<file path="src/rtl/mpu_isa_pkg.sv">
// rtl/mpu_isa_pkg.sv - MPU instruction-set constants shared by the encoder and decoder
package mpu_isa_pkg;

    localparam int OP_W    = 3;
    localparam int FN_W    = 2;
    localparam int REG_W   = 3;
    localparam int IMM_W   = 8;
    localparam int IMMF_W  = 7;
    localparam int TGT_W   = 13;
    localparam int INSTR_W = 16;

    localparam logic [OP_W-1:0] OP_R       = 3'b000;
    localparam logic [OP_W-1:0] OP_I_FIRST = 3'b001;
    localparam logic [OP_W-1:0] OP_I_LAST  = 3'b100;
    localparam logic [OP_W-1:0] OP_J       = 3'b101;

    localparam logic signed [IMM_W-1:0] IMM_MAX = 8'sd63;
    localparam logic signed [IMM_W-1:0] IMM_MIN = -8'sd64;

    typedef enum logic [1:0] {
        ST_IDLE  = 2'b00,
        ST_RUN   = 2'b01,
        ST_DRAIN = 2'b10
    } enc_state_e;

    function automatic logic imm_out_of_range(input logic [IMM_W-1:0] imm);
        return ($signed(imm) > IMM_MAX) || ($signed(imm) < IMM_MIN);
    endfunction

endpackage

</file>
<file path="src/rtl/enc_skid_buf.sv">
// rtl/enc_skid_buf.sv - 2-entry registered valid/ready buffer for packed words
module enc_skid_buf #(
    parameter int WIDTH = 24
) (
    input  logic             clk,
    input  logic             rst_n,
    input  logic [WIDTH-1:0] s_tdata_i,
    input  logic             s_tvalid_i,
    output logic             s_tready_o,
    output logic [WIDTH-1:0] m_tdata_o,
    output logic             m_tvalid_o,
    input  logic             m_tready_i
);

    logic [WIDTH-1:0] mem_q [2];
    logic             wr_ptr_q;
    logic             rd_ptr_q;
    logic [1:0]       cnt_q;
    logic             push;
    logic             pop;

    assign s_tready_o = (cnt_q != 2'd2);
    assign m_tvalid_o = (cnt_q != 2'd0);
    assign m_tdata_o  = mem_q[rd_ptr_q];
    assign push       = s_tvalid_i && s_tready_o;
    assign pop        = m_tvalid_o && m_tready_i;

    always_ff @(posedge clk) begin
        if (!rst_n) begin
            mem_q[0] <= '0;
            mem_q[1] <= '0;
            wr_ptr_q <= 1'b0;
            rd_ptr_q <= 1'b0;
            cnt_q    <= 2'd0;
        end else begin
            if (push) begin
                mem_q[wr_ptr_q] <= s_tdata_i;
                wr_ptr_q        <= ~wr_ptr_q;
            end
            if (pop) begin
                rd_ptr_q <= ~rd_ptr_q;
            end
            case ({push, pop})
                2'b10:   cnt_q <= cnt_q + 2'd1;
                2'b01:   cnt_q <= cnt_q - 2'd1;
                default: cnt_q <= cnt_q;
            endcase
        end
    end

endmodule

</file>
<file path="src/rtl/instr_encoder.sv">
// rtl/instr_encoder.sv - packs instruction fields into 16-bit words for the loader; IMM_SAT_EN saturates bad immediates
module instr_encoder
    import mpu_isa_pkg::*;
#(
    parameter int ADDR_W    = 8,
    parameter int ERR_CNT_W = 4
) (
    input  logic                 clk,
    input  logic                 rst_n,
    input  logic                 start,
    input  logic [ADDR_W-1:0]    base_addr,
    input  logic                 in_valid,
    output logic                 in_ready,
    input  logic                 in_last,
    input  logic [OP_W-1:0]      in_opcode,
    input  logic [FN_W-1:0]      in_fn,
    input  logic [REG_W-1:0]     in_rd,
    input  logic [REG_W-1:0]     in_rs,
    input  logic [REG_W-1:0]     in_rt,
    input  logic [IMM_W-1:0]     in_imm,
    input  logic [TGT_W-1:0]     in_target,
    output logic                 out_valid,
    input  logic                 out_ready,
    output logic [INSTR_W-1:0]   out_instr,
    output logic [ADDR_W-1:0]    out_addr,
    output logic                 busy,
    output logic                 done,
    output logic                 err_illegal,
    output logic                 err_range,
    output logic [ERR_CNT_W-1:0] err_cnt
);

    localparam logic [ADDR_W-1:0] ADDR_MAX = '1;

    enc_state_e            state_q;
    logic [ADDR_W-1:0]     addr_q;
    logic                  err_illegal_q;
    logic                  err_range_q;
    logic [ERR_CNT_W-1:0]  err_cnt_q;
    logic                  done_q;

    logic                  op_illegal;
    logic                  op_itype;
    logic                  imm_oor;
    logic                  beat_drop;
    logic [IMMF_W-1:0]     imm_eff;
    logic [INSTR_W-1:0]    word;
    logic                  buf_ready;
    logic                  beat_acc;
    logic                  beat_emit;

    always_comb begin
        op_illegal = (in_opcode == 3'b110) || (in_opcode == 3'b111);
        op_itype   = (in_opcode >= OP_I_FIRST) && (in_opcode <= OP_I_LAST);
        imm_oor    = op_itype && imm_out_of_range(in_imm);
        imm_eff    = in_imm[IMMF_W-1:0];
`ifdef IMM_SAT_EN
        if (imm_oor) begin
            imm_eff = in_imm[IMM_W-1] ? IMM_MIN[IMMF_W-1:0] : IMM_MAX[IMMF_W-1:0];
        end
        beat_drop = op_illegal;
`else
        beat_drop = op_illegal || imm_oor;
`endif
        if (in_opcode == OP_R) begin
            word = {in_opcode, in_fn, 2'b00, in_rd, in_rs, in_rt};
        end else if (op_itype) begin
            word = {in_opcode, imm_eff, in_rs, in_rt};
        end else begin
            word = {in_opcode, in_target};
        end
    end

    assign in_ready  = (state_q == ST_RUN) && buf_ready;
    assign beat_acc  = in_valid && in_ready;
    assign beat_emit = beat_acc && !beat_drop;

    // A word landing on the top address closes the program: the address space never wraps.
    always_ff @(posedge clk) begin
        if (!rst_n) begin
            state_q       <= ST_IDLE;
            addr_q        <= '0;
            err_illegal_q <= 1'b0;
            err_range_q   <= 1'b0;
            err_cnt_q     <= '0;
            done_q        <= 1'b0;
        end else begin
            done_q <= 1'b0;
            case (state_q)
                ST_IDLE: begin
                    if (start) begin
                        state_q       <= ST_RUN;
                        addr_q        <= base_addr;
                        err_illegal_q <= 1'b0;
                        err_range_q   <= 1'b0;
                        err_cnt_q     <= '0;
                    end
                end
                ST_RUN: begin
                    if (beat_emit && (addr_q != ADDR_MAX)) begin
                        addr_q <= addr_q + 1'b1;
                    end
                    if (beat_acc && op_illegal) begin
                        err_illegal_q <= 1'b1;
                    end
                    if (beat_acc && imm_oor) begin
                        err_range_q <= 1'b1;
                    end
                    if (beat_acc && beat_drop && (err_cnt_q != '1)) begin
                        err_cnt_q <= err_cnt_q + 1'b1;
                    end
                    if (beat_acc && (in_last || (beat_emit && (addr_q == ADDR_MAX)))) begin
                        state_q <= ST_DRAIN;
                    end
                end
                ST_DRAIN: begin
                    if (!out_valid) begin
                        state_q <= ST_IDLE;
                        done_q  <= 1'b1;
                    end
                end
                default: state_q <= ST_IDLE;
            endcase
        end
    end

    enc_skid_buf #(
        .WIDTH(INSTR_W + ADDR_W)
    ) u_buf (
        .clk        (clk),
        .rst_n      (rst_n),
        .s_tdata_i  ({word, addr_q}),
        .s_tvalid_i (beat_emit),
        .s_tready_o (buf_ready),
        .m_tdata_o  ({out_instr, out_addr}),
        .m_tvalid_o (out_valid),
        .m_tready_i (out_ready)
    );

    assign busy        = (state_q != ST_IDLE);
    assign done        = done_q;
    assign err_illegal = err_illegal_q;
    assign err_range   = err_range_q;
    assign err_cnt     = err_cnt_q;

endmodule

</file>
<file path="config.mk">
export PLATFORM = sky130hd
export DESIGN_NAME = instr_encoder
export DESIGN_NICKNAME = d
export VERILOG_FILES = /design/src/rtl/mpu_isa_pkg.sv /design/src/rtl/enc_skid_buf.sv /design/src/rtl/instr_encoder.sv
export SDC_FILE = /design/constraint.sdc
export NUM_CORES = 1
export LEC_CHECK = 0
export CAP_MARGIN = 20
export CORE_UTILIZATION = 40
export DETAILED_ROUTE_END_ITERATION = 10
export PLACE_DENSITY_LB_ADDON = 0.1
export SLEW_MARGIN = 20
export SYNTH_ARGS = -nofsm -noshare
export SYNTH_HDL_FRONTEND = slang
export SYNTH_SLANG_ARGS = --single-unit
</file>
<file path="constraint.sdc">
create_clock -name clk -period 9.4 [get_ports clk]
set_input_delay 1.41 -clock clk [delete_from_list [all_inputs] [get_ports clk]]
set_output_delay 1.41 -clock clk [all_outputs]
set_load 0.05 [all_outputs]
</file>
==> Yosys cells after proc, flatten, opt, wreduce, memory -nomap -nowiden <==
Memories as Yosys holds them, arrays and structs flattened. A register that Yosys moved wholly into a read port is not among the register bits.
Cells that the tools add are included.
{ "word_totals": {"ff_bits": 21, "latch_bits": 0, "ramBits": 48, "mem_bits_ro": 0, "in_bits": 49, "out_inout_bits": 34, "word_cells": 97, "n_memories": 1} }
{ "mem_list": {"columns": ["memory", "words", "width", "read_ports", "rd_clocked_by_memory_dff", "write_ports", "line", "rtl"], "rows": [
  ["u_buf.mem_q", 2, 24, 1, 1, 2, "enc_skid_buf.sv:15", "logic [WIDTH-1:0] mem_q [2];"]
]} }
{ "classes": {"n_addsub": 4, "n_mul": 0, "div": 0, "n_lt_le_gt_ge": 4, "eq_ne": 17, "shift": 0, "muxes": 28, "bitwise": 2, "n_reduce_logical": 32} }
{ "ops": {"columns": ["cell", "n"], "rows": [
  ["13-bit 2-to-1 mux", 2],
  ["24-bit 2-to-1 mux", 1],
  ["24-bit OR reduction", 1],
  ["8-bit 2-to-1 mux", 2],
  ["8-bit one-hot mux with 2 select lines", 1],
  ["3-bit AND reduction", 5],
  ["1-bit logical AND", 14],
  ["1-bit 2-to-1 mux", 12],
  ["2-bit by 1-bit inequality test with 1-bit output, second input constant", 5],
  ["8-bit by 1-bit adder with 8-bit output, second input constant", 1],
  ["8-bit == test, second input constant", 1],
  ["8-bit by 7-bit > comparator with 1-bit output, second input constant", 1],
  ["8-bit by 7-bit less-than comparator with 1-bit output, second input constant", 1],
  ["4-bit 2-to-1 mux", 2],
  ["8-bit inequality test, second input constant", 1],
  ["4-bit one-hot mux with 2 select lines", 1],
  ["2-bit nonzero test", 4],
  ["3-bit == test, second input constant", 2],
  ["2-bit 2-to-1 mux", 3],
  ["2-bit inequality test, second input constant", 3],
  ["2-bit one-hot mux with 3 select lines", 1],
  ["4-bit by 1-bit adder with 4-bit output, second input constant", 1],
  ["2-bit by 1-bit == test with 1-bit output, second input constant", 2],
  ["2-bit == test, second input constant", 2],
  ["13 further kinds", 18]
]} }

==> Logic depth before layout (Yosys ltp) <==
Gate-level depths: netlist of run 1.
{ "depth": {"word_depth": 12, "mapped_depth": 11} }

==> Hierarchy <==
From an unflattened synthesis of run 1, not the netlist that was laid out.
{ "hier_totals": {"cells_unflattened": 360, "hier_area_um2": 3683.5} }
{ "by_module_without_submodules": {"columns": ["mod", "instances", "cells_each", "area_each_um2", "seq_area_each_um2"], "rows": [
  ["enc_skid_buf", 1, 179, 2311.0, 1541.5],
  ["instr_encoder", 1, 181, 1372.6, 340.3]
]} }

==> Worst setup path after synthesis of run 1 <==
No wires, ideal clock.
{ "synth_path": {"path_kind": "input-to-reg", "start": "in in_opcode[1]", "end": "mem u_buf.mem_q[0][0] (enable)", "arrival_ns": 4.120, "t_required_ns": 8.962, "setup_slack_ns": 4.842, "cell_stages": 8, "cell_sequence": "or2_1 > buf_6 > a21oi_4 > o21a_1 > buf_6 > inv_2 > buf_4 > o21ai_0"} }
{ "synth_lines": {"columns": ["element", "line", "rtl"], "rows": [
  ["from (decl)", "instr_encoder.sv:15", "input logic [OP_W-1:0] in_opcode,"],
  ["to (decl)", "enc_skid_buf.sv:15", null]
]} }

==> metrics, run 1 <==
status=complete, no violations; sequential-to-total area share from yosys stat=52.8%; Die Y-Extent=96.4 um; hold endpoint=err_cnt[1]$_SDFFE_PN0P_; Worst R2R End=u_buf.mem_q[1][20]$_SDFFCE_PN0P_; TritonCTS sink count=70; drt initial violations=between 100 and 150; Inserted Clock Buffers=9; maximum number of pins on one net before global-route repair=25; max-cap viol count=0; drt via density=5.20; Ports=just over 80; gr usage total=a little under a fifth; initial antenna violation count=0; WP data required=approximately 9.4 ns; Cell variety after synth=49; htree depth=3; arrival time worst endpoint=4.63 ns; Worst-Skew Late Latency=0.34 ns; Peak VDD IR=about 0.087 mV; Die W=96.4 um; vias in the first global route=2,679; Longest Clk Path Bufs=2; initial cell density of the core=41.0%; hold-fix buffers at CTS=0; Worst-path clk slew=0.07 ns; Worst Setup End Kind=register; predominant post-synthesis flop cell=edfxtp_1; vias=roughly 2.8k; Total Routed Length=approximately 8300 um; Seq cells post-synth=70; Final Cell Area=4670 um^2; crit path max fanout=24; Post-synth EDFFs=48; synth warn=0; DIE AREA=9290 um^2; antenna viol nets, final=0; Worst R2R Setup Slack=5.72 ns; syn nets=401; asr flop ratio synth=0%; maximum clock rate=around 210 MHz; Finish-stage setup viols=0; Mapped Cells=349; first-pass GRT wire length=about 13,000 um; CTS tree=yes; Synth Area per Inst=roughly 10 um^2; Residual DRC=0; pwr dens=roughly 180 nW/um^2; core area=8680 um^2; worst slew pin tran=1.00 ns; final-report hold violation count=0; DP HPWL=5750 um; fin cells=533; hold_sp=err_cnt[1]$_SDFFE_PN0P_; WHS=between 0.4 and 0.5 ns; Rows=34; crit start category=input pin; Worst R2R Path Depth=5; setup bufs post-CTS=0; Placed Instances=around 520; unrepaired setup endpoints after global routing=false; Final period util=49.6%; root buf cell=clkbuf_8; nets=473; hold depth=2; DR pass1 iterations=4; hold crit path type=register to register; leak pwr=1.75 nW; Tmin final=4.66 ns; Mapped Area=3560 um^2; Rel. slew slack=33.2%; filler cell count=between 800 and 900; gr ovfl total=0; Final GP Congestion=0.811; Slew Limit Fails=0; placed cell areas=about 4400 um^2; post-CTS sizing=0; ANT cells=0; layout cells sized above 1=11.1%; Setup CP Type=input pin to register; TNS Setup=0 ns; Final Skew=0.00623 ns; Buffers on Ports=82; Worst R2R Start=state_q[0]$_SDFFE_PN0P_; drt wl/cell=15.5 um; P&R area growth vs syn=31.0%
==> registers in the layout, summed over array words and instances, names as in the netlist, named ones only <==
name            count
u_buf.mem_q        48
u_buf.cnt_q         2
done                1
err_cnt             4
state_q             2
addr_q              8
err_illegal         1
err_range           1
u_buf.rd_ptr_q      1
u_buf.wr_ptr_q      1
==> kinds of logic after synthesis <==
| group | Yosys count | synth area share (%) |
|---|---|---|
| adders and majority gates | 3 | 1.05 |
| buffers and inverters | 28 | 3.55 |
| muxes | 32 | 9.87 |
| xor gates and xnor gates | 8 | 2.18 |
| and+or+nand+nor | 156 | 20.8 |
| AOI/OAI and AO/OA | 52 | 9.73 |
| DFF | 70 | 52.8 |
==> worst max-delay path by stage <==
stage | from | endpoint | slack (ns) | cells past startpoint
2_1_floorplan | in_opcode[1] | u_buf.mem_q[0][0]$_SDFFCE_PN0P_ | 4.84 | 8
3_3_place_gp | in_opcode[2] | u_buf.mem_q[1][0]$_SDFFCE_PN0P_ | 4.41 | 6
3_5_place_dp | in_opcode[2] | u_buf.mem_q[1][3]$_SDFFCE_PN0P_ | 4.33 | 6
4_1_cts | in_opcode[2] | u_buf.mem_q[1][10]$_SDFFCE_PN0P_ | 4.68 | 6
5_1_grt | in_opcode[2] | u_buf.mem_q[1][10]$_SDFFCE_PN0P_ | 4.32 | 6
6_report | in_opcode[2] | u_buf.mem_q[1][20]$_SDFFCE_PN0P_ | 4.74 | 6
==> cell type report <==
| class | instances | area, um^2 | area share (%) |
|---|---|---|---|
| Sequential cell | 70 | 1880 | 40.4 |
| Multi-Input combinational cell | 251 | 1560 | 33.4 |
| Timing Repair Buffer | 84 | 836 | 17.9 |
| Tap cell | 108 | 135 | 2.90 |
| Clock buffer | 9 | 124 | 2.65 |
| Clock inverter | 6 | 111 | 2.39 |
| Inverter | 5 | 18.8 | 0.402 |
==> routing by layer <==
metal / track usage, % / part of all wire, % / routed length [um] / up-vias
met5: 0 / 0 / 0 / -
met4: 8.09 / 2.1 / 176 / 0
met3: 3.99 / 6.3 / 519 / 15
met2: 30.2 / 47 / 3870 / 81
met1: 24.0 / 45 / 3680 / 1290
li1: - / - / - / 1387
==> cell usage after synthesis, types with 2 or more instances <==
master	count	share of area [%]
a211oi_1	2	0.42
a21oi_1	13	1.8
a31oi_1	4	0.70
a32oi_1	3	0.74
and2_1	25	4.4
and3_1	5	0.88
buf_2	2	0.28
buf_6	2	0.63
clkbuf_1	18	1.9
dfxtp_1	22	12
edfxtp_1	48	40
ha_1	3	1.1
inv_1	4	0.42
mux2_2	25	7.9
mux2i_1	7	2.0
nand2_1	50	5.3
nand2b_1	2	0.35
nand3_1	12	1.7
nand4_1	3	0.53
nor2_1	42	4.4
nor2b_1	2	0.35
nor3_1	3	0.42
nor3b_1	3	0.63
o211ai_1	3	0.63
o21a_1	2	0.42
o21ai_0	13	1.8
o31ai_1	2	0.42
or3_1	3	0.53
xnor2_1	5	1.2
xor2_1	2	0.49
==> placed cells by master (no fill, tap or decap), types with 3 or more instances in the layout <==
cell type	n
and2_1	25
a31oi_1	4
or3_1	3
inv_1	4
clkdlybuf4s50_1	82
ha_1	3
a21oi_1	13
edfxtp_1	48
dfxtp_1	21
xnor2_1	5
mux2i_1	7
nand2_1	50
nand3_1	12
nor3b_1	3
mux2_2	25
a32oi_1	3
and3_1	5
nor3_1	3
nor2_1	42
nand4_1	3
o21ai_0	12
bufinv_16	3
clkbuf_8	9
o211ai_1	3
==> worst max-delay path: stages <==
cell and delay [ns]:
clkdlybuf4s50_1 0.91, nand2_1 0.11, a21oi_1 0.33, o21a_1 0.40, nand3_1 0.50, nand2_1 0.95
==> where the power goes <==
group          internal [W]  leakage (nW)  switching (W)  total (W)
Clock              0.000175         0.115       0.000115   0.000290
Sequential         0.000347         0.677      0.0000193   0.000366
Combinational     0.0000813         0.960       0.000116   0.000197
Total              0.000603          1.75       0.000250   0.000853
==> metrics by stage <==
step	util [%]	power (W)	setup slack, ns
final	53.8	0.000853	4.74
after global routing	53.8	0.000885	4.32
after CTS	53.7	0.000858	4.68
after detailed placement	51.0	0.000571	4.33
after global placement	51.0	0.000569	4.41
after floorplan	-	0.000500	4.84
Power figures use the tool's default switching activity.
==> inputs of run 2 (changes only) <==
- clock period: 9.4 -> 4.8 ns (I/O delays scaled with it)
==> run 2 against run 1 <==
  * First-iteration DRC count shrank 25%
  * Critical path type unchanged
  * Sequential power rose by 96%
  * Highest routed layer unchanged
  * Worst setup slack worse by 3.7 ns
  * Die area stayed put
  * Utilization up 0.29 points
  * Clock-buffer cell count is 1 higher
  * Register-to-register slack lost 4.1 ns
==> metrics, run 2 (synthesis results as in run 1) <==
status=complete, no violations; DR pass1 iterations=4 (unchanged); Final Cell Area=4690 um^2 (+0.54%); Final Skew=0.00866 ns (+0.00243 ns); Worst R2R Start=state_q[0]$_SDFFE_PN0P_; Final GP Congestion=0.829 (+2.2%); Total Routed Length=8150 um (-1.3%); DP HPWL=5730 um (-0.29%); most frequent cells in the layout=clkdlybuf4s50_1 (82), nand2_1 (50), edfxtp_1 (48), nor2_1 (42); crit start category=input pin; pwr dens=351 nW/um^2 (+92%); nets=477 (+0.85%); arrival time worst endpoint=3.83 ns (-0.80 ns); initial cell density of the core=41.0% (unchanged); Worst Setup End Kind=register; hold crit path type=register to register; Rows=34 (unchanged); placed cell areas=4460 um^2 (+0.68%); root buf cell=clkbuf_8; ANT cells=0 (unchanged); Post-Place Setup Slack=0.609 ns (-3.72 ns); CTS tree=yes; TritonCTS sink count=70 (unchanged); P&R area growth vs syn=31.7%; unrepaired setup endpoints after global routing=false; fin worst setup slack=1.01 ns (-3.73 ns); vias in the first global route=2,590 (-3.3%); Tmin final=between 3 and 4 ns; drt via density=5.21 (about the same); Core Util, Final=54.1% (+0.29 points); hold-fix buffers at CTS=0 (unchanged); crit path max fanout=17 (-29%); drt initial violations=77 (-25%); DIE AREA=9290 um^2 (unchanged); Final period util=79.0%; Buffers on Ports=82 (unchanged); WP data required=4.84 ns (-4.52 ns); maximum clock rate=264 MHz; htree depth=3 (unchanged); Finish-stage setup viols=0 (unchanged); initial antenna violation count=0 (unchanged); maximum number of pins on one net before global-route repair=25 (unchanged); worst slew pin tran=1.06 ns (+0.0645 ns); setup bufs post-CTS=0 (unchanged); Die W=96.4 um (unchanged); TNS Setup=0 ns (unchanged); Largest Register=u_buf.mem_q; post-CTS sizing=0 (unchanged); Rel. slew slack=29.0% (-4.2 points); Worst Setup EP=u_buf.mem_q[1][20]$_SDFFCE_PN0P_; Worst R2R Setup Slack=1.61 ns (-4.11 ns); Slew Limit Fails=0 (unchanged); vias=2,801 (+1.0%); Peak VDD IR=0.151 mV (+74%); Residual DRC=0 (unchanged); final-report hold violation count=0 (unchanged); layout cells sized above 1=11.9% (+0.80 points); Setup CP Type=input pin to register; antenna viol nets, final=0 (unchanged); Inserted Clock Buffers=9 (unchanged); first-pass GRT wire length=12,600 um (-1.5%); Die Y-Extent=96.4 um (unchanged); commonest non-fill, non-tap cell in the layout=clkdlybuf4s50_1; Worst R2R End=u_buf.mem_q[1][20]$_SDFFCE_PN0P_; Worst R2R Path Depth=7 (+2); Crit. Startpoint=in_opcode[1]; max reg flops=48 (unchanged); gr ovfl total=0 (unchanged); max-cap viol count=0 (unchanged); drt wl/cell=15.1 um (-2.2%); Longest Clk Path Bufs=2 (unchanged); Worst-path clk slew=0.07 ns (about the same); Ports=83 (unchanged); leak pwr=1.77 nW (+1.0%); Worst-Skew Late Latency=0.34 ns (about the same); core area=8680 um^2 (unchanged); gr usage total=18.5% (-0.15 points)
-- run 2: cell types whose count changed in the layout (fill, tap and decap cells not counted) --
cell and change:
dfxtp_1 +1, clkinv_2 -1, dfxtp_2 -1, clkbuf_8 +1, inv_6 +1, buf_4 +4, bufinv_16 -1, clkinv_4 +1
-- run 2: worst min-delay path by stage --
stage                                       end  slack (ns)                         from  cells past startpoint
floorplan           u_buf.cnt_q[1]$_SDFFE_PN0P_        0.47  u_buf.cnt_q[1]$_SDFFE_PN0P_                      2
global placement    u_buf.cnt_q[1]$_SDFFE_PN0P_        0.49  u_buf.cnt_q[1]$_SDFFE_PN0P_                      2
detailed placement     err_illegal$_SDFFE_PN0P_        0.49     err_illegal$_SDFFE_PN0P_                      2
CTS                     err_cnt[1]$_SDFFE_PN0P_        0.52      err_cnt[1]$_SDFFE_PN0P_                      2
global route            err_cnt[1]$_SDFFE_PN0P_        0.55      err_cnt[1]$_SDFFE_PN0P_                      2
finish                  err_cnt[1]$_SDFFE_PN0P_        0.52      err_cnt[1]$_SDFFE_PN0P_                      2
-- run 2: cell type report --
class,count,area (um^2)
clock inverters,6,93.8
well taps,108,135
clock buffers,10,138
inverters,5,18.8
repair buffers,88,866
fillers,811,3990
multi-input cells,251,1560
flip-flops and latches,70,1880
-- run 2: report_power, final --
group / internal [W] / total, W / leakage, nW / switching [W]
combinational: 0.000163 / 0.000389 / 0.980 / 0.000226
sequential: 0.000679 / 0.000717 / 0.677 / 0.0000377
clock: 0.000310 / 0.000539 / 0.113 / 0.000229
total: 0.00115 / 0.00164 / 1.77 / 0.000493
-- run 2: metal layers --
layer	global-route usage (%)	wire length, um
met5	0	0
met4	8.95	150
met3	2.90	455
met2	30.1	3870
met1	24.0	3670
-- run 2: stage by stage --
step | hold slack, ns | cells | total power (W)
after global placement | 0.491 | 522 | 0.00112
after CTS | 0.515 | 538 | 0.00166
after global routing | 0.553 | 538 | 0.00172
after detailed placement | 0.486 | 522 | 0.00112
after floorplan | 0.472 | 349 | 0.000980
final | 0.516 | 538 | 0.00164
-- run 2: critical path, stage by stage --
cell	delay, ns
clkdlybuf4s50_1	0.52
or2_1	0.49
a21oi_4	0.27
o21a_1	0.35
nand3_1	0.49
nand2_1	0.69
buf_4	0.30
